[src/rtl/norm_lzc_pipe_pkg.sv]
// norm_lzc_pipe_pkg: shared widths, shift table and stage payload for the normalizer
package norm_lzc_pipe_pkg;
  localparam int DATA_W = 32;
  localparam int EXP_W = 8;
  localparam int LZC_W = 6;
  localparam int N_SHIFT = 5;
  localparam int SHIFT_TAB [N_SHIFT] = '{16, 8, 4, 2, 1};
  typedef struct packed {
    logic valid;
    logic [DATA_W-1:0] data;
    logic [LZC_W-1:0] lzc;
    logic [EXP_W-1:0] exp;
    logic byp;
    logic zero;
    logic ovf;
    logic sticky;
  } stage_t;
endpackage

[src/rtl/norm_lzc_pipe_if.sv]
// norm_lzc_pipe_if: input word and normalized result bundle with pipeline enable
interface norm_lzc_pipe_if;
  import norm_lzc_pipe_pkg::*;
  logic en;
  logic in_valid;
  logic [DATA_W-1:0] in_sum;
  logic in_cout;
  logic [EXP_W-1:0] in_exp;
  logic out_valid;
  logic [DATA_W-1:0] out_data;
  logic [LZC_W-1:0] out_lzc;
  logic [EXP_W-1:0] out_exp;
  logic out_zero;
  logic out_ovf;
  logic out_unf;
  logic out_sticky;
  modport master (output en, in_valid, in_sum, in_cout, in_exp,
                  input out_valid, out_data, out_lzc, out_exp, out_zero, out_ovf, out_unf, out_sticky);
  modport slave (input en, in_valid, in_sum, in_cout, in_exp,
                 output out_valid, out_data, out_lzc, out_exp, out_zero, out_ovf, out_unf, out_sticky);
endinterface

[src/rtl/norm_shift_stage.sv]
// norm_shift_stage: registered conditional left shift by n with leading-zero accumulate
module norm_shift_stage
  import norm_lzc_pipe_pkg::*;
#(
  parameter int n = 1
) (
  input  logic   clk,
  input  logic   rst,
  input  logic   en,
  input  logic   byp,
  input  stage_t d,
  output stage_t q
);
  logic   hit;
  stage_t nx;
  assign hit = !byp && d.data[DATA_W-1 -: n] == '0;
  // shift only when the top n bits are all zero
  always_comb begin
    nx = d;
    nx.data = hit ? d.data << n : d.data;
    nx.lzc = hit ? d.lzc + LZC_W'(n) : d.lzc;
  end
  // stage register, frozen while en is low
  always_ff @(posedge clk or posedge rst)
    if (rst) q <= '0;
    else if (en) q <= nx;
endmodule

[src/rtl/norm_lzc_pipe.sv]
// norm_lzc_pipe: 6-stage carry-handling and leading-zero normalizer for adder sums
module norm_lzc_pipe
  import norm_lzc_pipe_pkg::*;
#(
  parameter int W = DATA_W,
  parameter int EW = EXP_W
) (
  input logic clk,
  input logic rst,
  norm_lzc_pipe_if.slave bus
);
  stage_t [N_SHIFT:0] st;
  stage_t nx0;
  stage_t f;
  logic sat;
  logic unf;
  assign sat = bus.in_cout && &bus.in_exp;
  // carry-out folds into the mantissa with a right shift; carry and zero words skip the shifters
  always_comb begin
    nx0.valid = bus.in_valid;
    nx0.data = bus.in_cout ? {1'b1, bus.in_sum[W-1:1]} : bus.in_sum;
    nx0.lzc = '0;
    nx0.exp = bus.in_cout ? (sat ? '1 : bus.in_exp + EW'(1)) : bus.in_exp;
    nx0.zero = !bus.in_cout && bus.in_sum == '0;
    nx0.byp = bus.in_cout || bus.in_sum == '0;
    nx0.ovf = sat;
    nx0.sticky = bus.in_cout && bus.in_sum[0];
  end
  // S0 register
  always_ff @(posedge clk or posedge rst)
    if (rst) st[0] <= '0;
    else if (bus.en) st[0] <= nx0;
  for (genvar i = 0; i < N_SHIFT; i++) begin : g_sh
    norm_shift_stage #(.n(SHIFT_TAB[i])) u_stage (
      .clk(clk), .rst(rst), .en(bus.en), .byp(st[i].byp), .d(st[i]), .q(st[i+1])
    );
  end
  assign f = st[N_SHIFT];
  assign unf = !f.zero && EW'(f.lzc) > f.exp;
  assign bus.out_valid = f.valid;
  assign bus.out_data = f.data;
  assign bus.out_lzc = f.zero ? LZC_W'(W) : f.lzc;
  assign bus.out_exp = (f.zero || unf) ? '0 : f.exp - EW'(f.lzc);
  assign bus.out_zero = f.zero;
  assign bus.out_ovf = f.ovf;
  assign bus.out_unf = unf;
  assign bus.out_sticky = f.sticky;
endmodule

[src/flat_wrapper.sv]
// flat-port wrapper written by rule: the top's interface ports become plain ports
module norm_lzc_pipe_flat import norm_lzc_pipe_pkg::*;
#(
  parameter int W = DATA_W,
  parameter int EW = EXP_W
)
  (clk, rst, bus_en, bus_in_valid, bus_in_sum, bus_in_cout, bus_in_exp, bus_out_valid, bus_out_data, bus_out_lzc, bus_out_exp, bus_out_zero, bus_out_ovf, bus_out_unf, bus_out_sticky);
  norm_lzc_pipe_if bus_i ();
  input logic clk;
  input logic rst;
  input wire logic [$bits(bus_i.en)-1:0] bus_en;
  input wire logic [$bits(bus_i.in_valid)-1:0] bus_in_valid;
  input wire logic [$bits(bus_i.in_sum)-1:0] bus_in_sum;
  input wire logic [$bits(bus_i.in_cout)-1:0] bus_in_cout;
  input wire logic [$bits(bus_i.in_exp)-1:0] bus_in_exp;
  output wire logic [$bits(bus_i.out_valid)-1:0] bus_out_valid;
  output wire logic [$bits(bus_i.out_data)-1:0] bus_out_data;
  output wire logic [$bits(bus_i.out_lzc)-1:0] bus_out_lzc;
  output wire logic [$bits(bus_i.out_exp)-1:0] bus_out_exp;
  output wire logic [$bits(bus_i.out_zero)-1:0] bus_out_zero;
  output wire logic [$bits(bus_i.out_ovf)-1:0] bus_out_ovf;
  output wire logic [$bits(bus_i.out_unf)-1:0] bus_out_unf;
  output wire logic [$bits(bus_i.out_sticky)-1:0] bus_out_sticky;
  assign bus_i.en = bus_en;
  assign bus_i.in_valid = bus_in_valid;
  assign bus_i.in_sum = bus_in_sum;
  assign bus_i.in_cout = bus_in_cout;
  assign bus_i.in_exp = bus_in_exp;
  assign bus_out_valid = bus_i.out_valid;
  assign bus_out_data = bus_i.out_data;
  assign bus_out_lzc = bus_i.out_lzc;
  assign bus_out_exp = bus_i.out_exp;
  assign bus_out_zero = bus_i.out_zero;
  assign bus_out_ovf = bus_i.out_ovf;
  assign bus_out_unf = bus_i.out_unf;
  assign bus_out_sticky = bus_i.out_sticky;
  norm_lzc_pipe #(.W(W), .EW(EW)) u_core (.clk(clk), .rst(rst), .bus(bus_i));
endmodule
[config.mk]
export PLATFORM = sky130hd
export DESIGN_NAME = norm_lzc_pipe_flat
export DESIGN_NICKNAME = d
export VERILOG_FILES = /design/src/rtl/norm_lzc_pipe_pkg.sv /design/src/rtl/norm_lzc_pipe_if.sv /design/src/rtl/norm_shift_stage.sv /design/src/rtl/norm_lzc_pipe.sv /design/src/flat_wrapper.sv
export SDC_FILE = /design/constraint.sdc
export NUM_CORES = 1
export LEC_CHECK = 0
export CAP_MARGIN = 5
export CORE_UTILIZATION = 54
export DETAILED_ROUTE_END_ITERATION = 16
export GPL_TIMING_DRIVEN = 0
export PLACE_DENSITY_LB_ADDON = 0.15
export SYNTH_ARGS = -nofsm -noshare
export SYNTH_HDL_FRONTEND = slang
export SYNTH_HIERARCHICAL = 1
export SYNTH_SLANG_ARGS = --single-unit
[constraint.sdc]
create_clock -name clk -period 2.3 [get_ports clk]
set_input_delay 0.46 -clock clk [delete_from_list [all_inputs] [get_ports clk]]
set_output_delay 0.46 -clock clk [all_outputs]
set_load 0.03 [all_outputs]
# After elaboration in Yosys (flattened, before gate mapping)
# Index checks and enable logic that the tools add are counted.
[word_totals]
ff_bits = 299
latchBits = 0
ram_bits = 0
rom_bits = 0
output_inout_bits = 51
wordCells = 93
mem_count = 0
[classes]
add_sub_neg = 6
mul = 0
div = 0
n_lt_le_gt_ge = 1
eq_ne = 0
shifts = 0
mux = 15
n_bitwise = 1
n_reduce_logical = 24
[op_table]
columns = ["op", "n"]
rows = [
  ["32-bit two-way mux", 6],
  ["32-bit logical NOT", 1],
  ["6-bit two-way mux", 5],
  ["8-bit two-way mux", 3],
  ["16-bit logical NOT", 1],
  ["1-bit logical AND", 9],
  ["8-bit by 1-bit adder with 8-bit output, second input constant", 1],
  ["6-bit by 8-bit > comparator with 1-bit output", 1],
  ["8-bit logical NOT", 1],
  ["8-bit AND reduction", 1],
  ["8-bit by 6-bit subtractor with 8-bit output", 1],
  ["1-bit logical NOT", 7],
  ["6-bit by 1-bit adder with 6-bit output, second input constant", 1],
  ["6-bit by 2-bit adder with 6-bit output, second input constant", 1],
  ["6-bit by 3-bit adder with 6-bit output, second input constant", 1],
  ["6-bit by 4-bit adder with 6-bit output, second input constant", 1],
  ["5-bit two-way mux", 1],
  ["4-bit logical NOT", 1],
  ["2-bit logical NOT", 1],
  ["1-bit logical OR", 2],
  ["1-bit NOT", 1],
]

# Longest topological paths before layout
[logic_depth]
depth_word = 4
ltp_mapped = 9
depth_no_buf = 9

# Modules after synthesis
# Netlist, hierarchy kept.
[modules_own_cells]
columns = ["module", "n_inst", "cells_each", "area_per_inst_um2"]
rows = [
  ["norm_lzc_pipe", 1, 274, 2509.9],
  ["norm_shift_stage (u_core.g_sh[1].u_stage)", 1, 212, 2303.5],
  ["norm_shift_stage (u_core.g_sh[4].u_stage)", 1, 205, 2302.2],
  ["norm_shift_stage (u_core.g_sh[2].u_stage)", 1, 232, 2267.2],
  ["norm_shift_stage (u_core.g_sh[3].u_stage)", 1, 198, 2234.6],
  ["norm_shift_stage (u_core.g_sh[0].u_stage)", 1, 179, 2133.3],
]

# Least setup slack after synthesis
# No wires, ideal clock.
[synth_path]
path_kind = "reg2out"
from = "reg u_core/g_sh[4].u_stage/q[12] in the netlist's numbering"
to = "out bus_out_exp[3]"
arrival_time_ns = 2.123
required_time_ns = 1.840
setup_slack_ns = -0.283
path_stages_with_launch = 9
path_cell_list = "dfrtp_1 -> ha_1 -> inv_1 -> fa_1 -> a211oi_1 -> nor2_1 -> o21ai_2 -> a21o_2 -> a211oi_1"
[synth_between]
elab_chain_len = 4
word_cells_on_any_way = 5
classes_between = "add/sub: 1; order compare: 1; mux: 1; reduce/logical: 2"
[synth_lines]
columns = ["item", "line_no", "text"]
rows = [
  ["start: declaration", "norm_shift_stage.sv:12", "output stage_t q"],
  ["start signal: assignment", "norm_shift_stage.sv:26", "else if (en) q <= nx;"],
  ["6-bit by 8-bit > comparator with 1-bit output", "norm_lzc_pipe.sv:39", "assign unf = !f.zero && EW'(f.lzc) > f.exp;"],
  ["1-bit logical AND", "norm_lzc_pipe.sv:39", ""],
  ["1-bit logical OR", "norm_lzc_pipe.sv:43", "assign bus.out_exp = (f.zero || unf) ? '0 : f.exp - EW'(f.lzc);"],
  ["8-bit two-way mux *", "norm_lzc_pipe.sv:43", ""],
  ["end: declaration", "flat_wrapper.sv:19", "output wire logic [$bits(bus_i.out_exp)-1:0] bus_out_exp;"],
]
# Every way passes the cells marked *; elsewhere a longest branch is shown, timed or not.

# Worst setup path after layout
[layout_path]
from = "reg u_core/g_sh[4].u_stage/q[4] in the netlist's numbering"
to = "out bus_out_exp[4]"
# The elaborated chain is that of the path after synthesis.

==> results.md <==
- After detailed placement, the total cell area comes to 0.01524 mm².
- The share of the cycle needed by the critical path after routing is 131.6%.
- Summing all non-filler instances in the final layout gives an area of 0.01642 mm².
- The worst setup path is of the reg -> out kind.
- The insertion delay of the later-clocked pin in the worst-skew pair is 0.55 ns.
- TritonCTS built the clock tree.
- The post-synthesis instance total is 1298.
- The final RePlAce weighted congestion is 0.8476.
- For this design the static power due to leakage is 6.874 nW.
- The clock transition at the register clock pins on the worst setup and hold paths after CTS is 0.06 ns.
- The hold buffer count at CTS is 0.
- The top fanout value on the critical path is 8.
- The count of clock tree sinks is 299.
- The headroom to the max-slew limit is 43.46%.
- The worst-case vdd ir drop is 944.7 µV.
- Net switching is 31.22% of the power.
- The clock tree skew after final layout is 0.008398 ns.
- The final reports fail on negative setup slack.
- The worst-path cell with the longest stage delay is dfrtp_1.
- The first global-routing pass estimated 53750 µm of wire.
- Overall power consumption after layout is estimated at 0.01609 W.
- The floorplan step set the die height to 161.4 µm.
- Setup repair after global routing could not meet its margin everywhere.
- In this run the count of I/O pins placed on the die edge is 96.
- Global routing used 25.69% of the available tracks.
- Summing all multi-input logic gate instances after layout gives 0.005655 mm².
- After the last flow step, the layout net total stands at 1505.
- Static timing analysis puts the maximum clock frequency at 0.3305 GHz.
- Input and output buffers added on the ports amount to 93.
- Clock tree synthesis inserted a total of 31 buffers.
- The post-detailed-route count of antenna-violating nets is 0.
- In this run, the number of DRC markers left after iteration 0 of detailed routing was 711.
- The master cell of the clock root buffer is clkbuf_16.
- The routed wire length is 32090 µm.
- The repair_antennas step left the layout with diodes totalling 0.
- The layout has 1918 filler cells.
- At the end of the flow the core is filled with cells to 66.73%.
- The total power per unit cell area is 979.7 mW/mm².
- Entering global routing, the biggest net connects 46 pins.
- Setup total negative slack on the finished layout was measured at -6.101 ns.
- From synthesis to final layout, the design area changed by 19.72%.
- The final worst hold slack is 0.3113 ns.
- The number of max-capacitance violations reported is 0.
- The via count of the first global-routing pass is 10190.
- The die covers 0.02604 mm².
- The count of final max-slew check failures is 0.
- The area of the mapped netlist is 0.01371 mm².
- The floorplan step set the die width to 161.4 µm.
- The total number of placement rows is 57.
- The core region is 0.02460 mm².
- The clock passes through at most 3 buffers.
- The fraction of power consumed by the clock network is 31.7%.
- The warning count from the yosys run is 6.
- The number of antenna violations at the first check in global routing was 0.
- A synthesized cell averages 10.57 µm².
- The longest individual stage delay on the worst path is 0.38 ns.
- The final route contains 10180 vias.
- Data on the critical path arrives at its endpoint at 2.57 ns.
- The residual DRC count is 0.
- The via-per-instance ratio is 5.669.
- After detailed routing, the average wire length per cell comes to 17.88 µm.
- After layout, the minimum clock period comes to 3.026 ns.
- The slack of the critical path is -0.7262 ns.
- STA classifies the critical path endpoint as an output port.
- The flow ran to the end, but the final reports show violations.
- The sequential cells in the finished layout cover a total of 0.007482 mm².
- Walking the worst path, the cells encountered are inv_2 > ha_4 > inv_2 > fa_2 > a211oi_2 > nor2_2 > o21ai_2 > a21o_4 > nor3_2 > buf_4.
- The detailed-placement wirelength estimate is 23590 µm.
- CTS built an H-tree with a depth of 1.
- The min-delay analysis places its worst path in the category in -> reg.
- STA puts the critical path data required time at 1.84 ns.
- The remaining global-route overflow is 0.
- The final-report hold violation count is 0.
- The most frequent cell on the critical path is inv_2.
- The initial standard-cell utilization of the core is 55.74%.
- The transition time of the tightest slew-check pin is 0.8412 ns.
- STA classifies the critical path startpoint as a flip-flop.
- Setup violations remaining at the end of the flow were counted as 9.
- The power share of the combinational group is 25.1%.
- The number of optimization iterations in the first detailed-route pass is 5.
- The register share of total power is 43.2%.
- The cell-internal power is 0.01106 W.
- The post-route netlist has 15.57% of its cells at a drive strength greater than 1.
- The switching power is 0.005022 W.
## stage by stage
stage          instances  worst slack [ns]
6_report            1795           -0.7262
5_1_grt             1795           -0.8160
2_1_floorplan       1307          -0.08694
3_3_place_gp        1724           -0.6651
3_5_place_dp        1730           -0.7710
4_1_cts             1793           -0.7247
## area by class of cell
class	instances	area share (%)
well taps	324	2.469
clock inverters	17	1.212
plain buffers	88	2.621
clock buffers	39	5.212
flip-flops and latches	299	45.57
multi-input cells	847	34.44
inverters	73	1.669
repair buffers	108	6.805
## worst paths after layout
check	start	slack, ns	cells past startpoint	to
worst min register to register	u_core/st[2]$_DFFE_PP0P_	0.49	1	u_core/st[2]$_DFFE_PP0P_
worst max register to register	u_core/st[41]$_DFFE_PP0P_	0.30	5	u_core/g_sh[0].u_stage/q[21]$_DFFE_PP0P_
worst max-delay path	u_core/g_sh[4].u_stage/q[4]$_DFFE_PP0P_	-0.73	10	bus_out_exp[4]
min in group asynchronous	rst	0.40	2	u_core/g_sh[2].u_stage/q[50]$_DFFE_PP0P_
worst min-delay path	bus_en	0.31	2	u_core/g_sh[4].u_stage/q[7]$_DFFE_PP0P_
max in group asynchronous	rst	1.37	3	u_core/g_sh[0].u_stage/q[21]$_DFFE_PP0P_
## metal layers
layer	wire (µm)	vias up	part of all wire (%)	global-route usage (%)
li1	-	4910	-	-
met5	0	-	0	0
met4	912	0	2.8	7.804
met1	14350	4999	45	34.77
met3	1086	51	3.4	3.107
met2	15740	216	49	43.50
## worst max-delay path, delay by kind of cell (launching register included)
family	cells	cell delay (ns)
AOI/OAI and AO/OA	3	0.71
adders and majority gates	2	0.48
buffers and inverters	3	0.29
DFF	1	0.38
and+or+nand+nor	2	0.16
## state kept, by name (all words and copies together), names as in the netlist
signal                 count
u_core/st                 45
u_core/g_sh.u_stage/q    254
## power groups by stage
stage	Sequential, W	Clock, W	Combinational, W
4_1_cts	0.00694	0.00519	0.00391
3_5_place_dp	0.00703	0	0.00377
6_report	0.00696	0.00510	0.00403
5_1_grt	0.00707	0.00543	0.00440
3_3_place_gp	0.00699	0	0.00366
2_1_floorplan	0.00702	0	0.00234
## repair_timing
| action | 4_1_cts | 5_1_grt |
|---|---|---|
| setup endpoints to repair | 15 | 9 |
| setup buffers | 7 | 2 |
| pin swaps | 6 | 7 |
| resized for setup | 73 | 10 |
| gates cloned | 0 | 0 |
## placed cells by master, fill, tap and decap left out, types with 14 or more instances in the layout
master	instances
inv_1	65
a21oi_1	115
buf_4	18
mux2_2	75
nand4_1	24
clkbuf_16	31
buf_2	16
clkdlybuf4s50_1	77
o22ai_1	31
nor4_1	14
a31oi_1	40
nor2_1	164
o21ai_0	42
nand3_1	35
o221ai_1	18
mux2i_1	115
dfrtp_1	299
clkbuf_1	54
nand2_1	54
No activity file was read; power rests on OpenSTA's default activity.
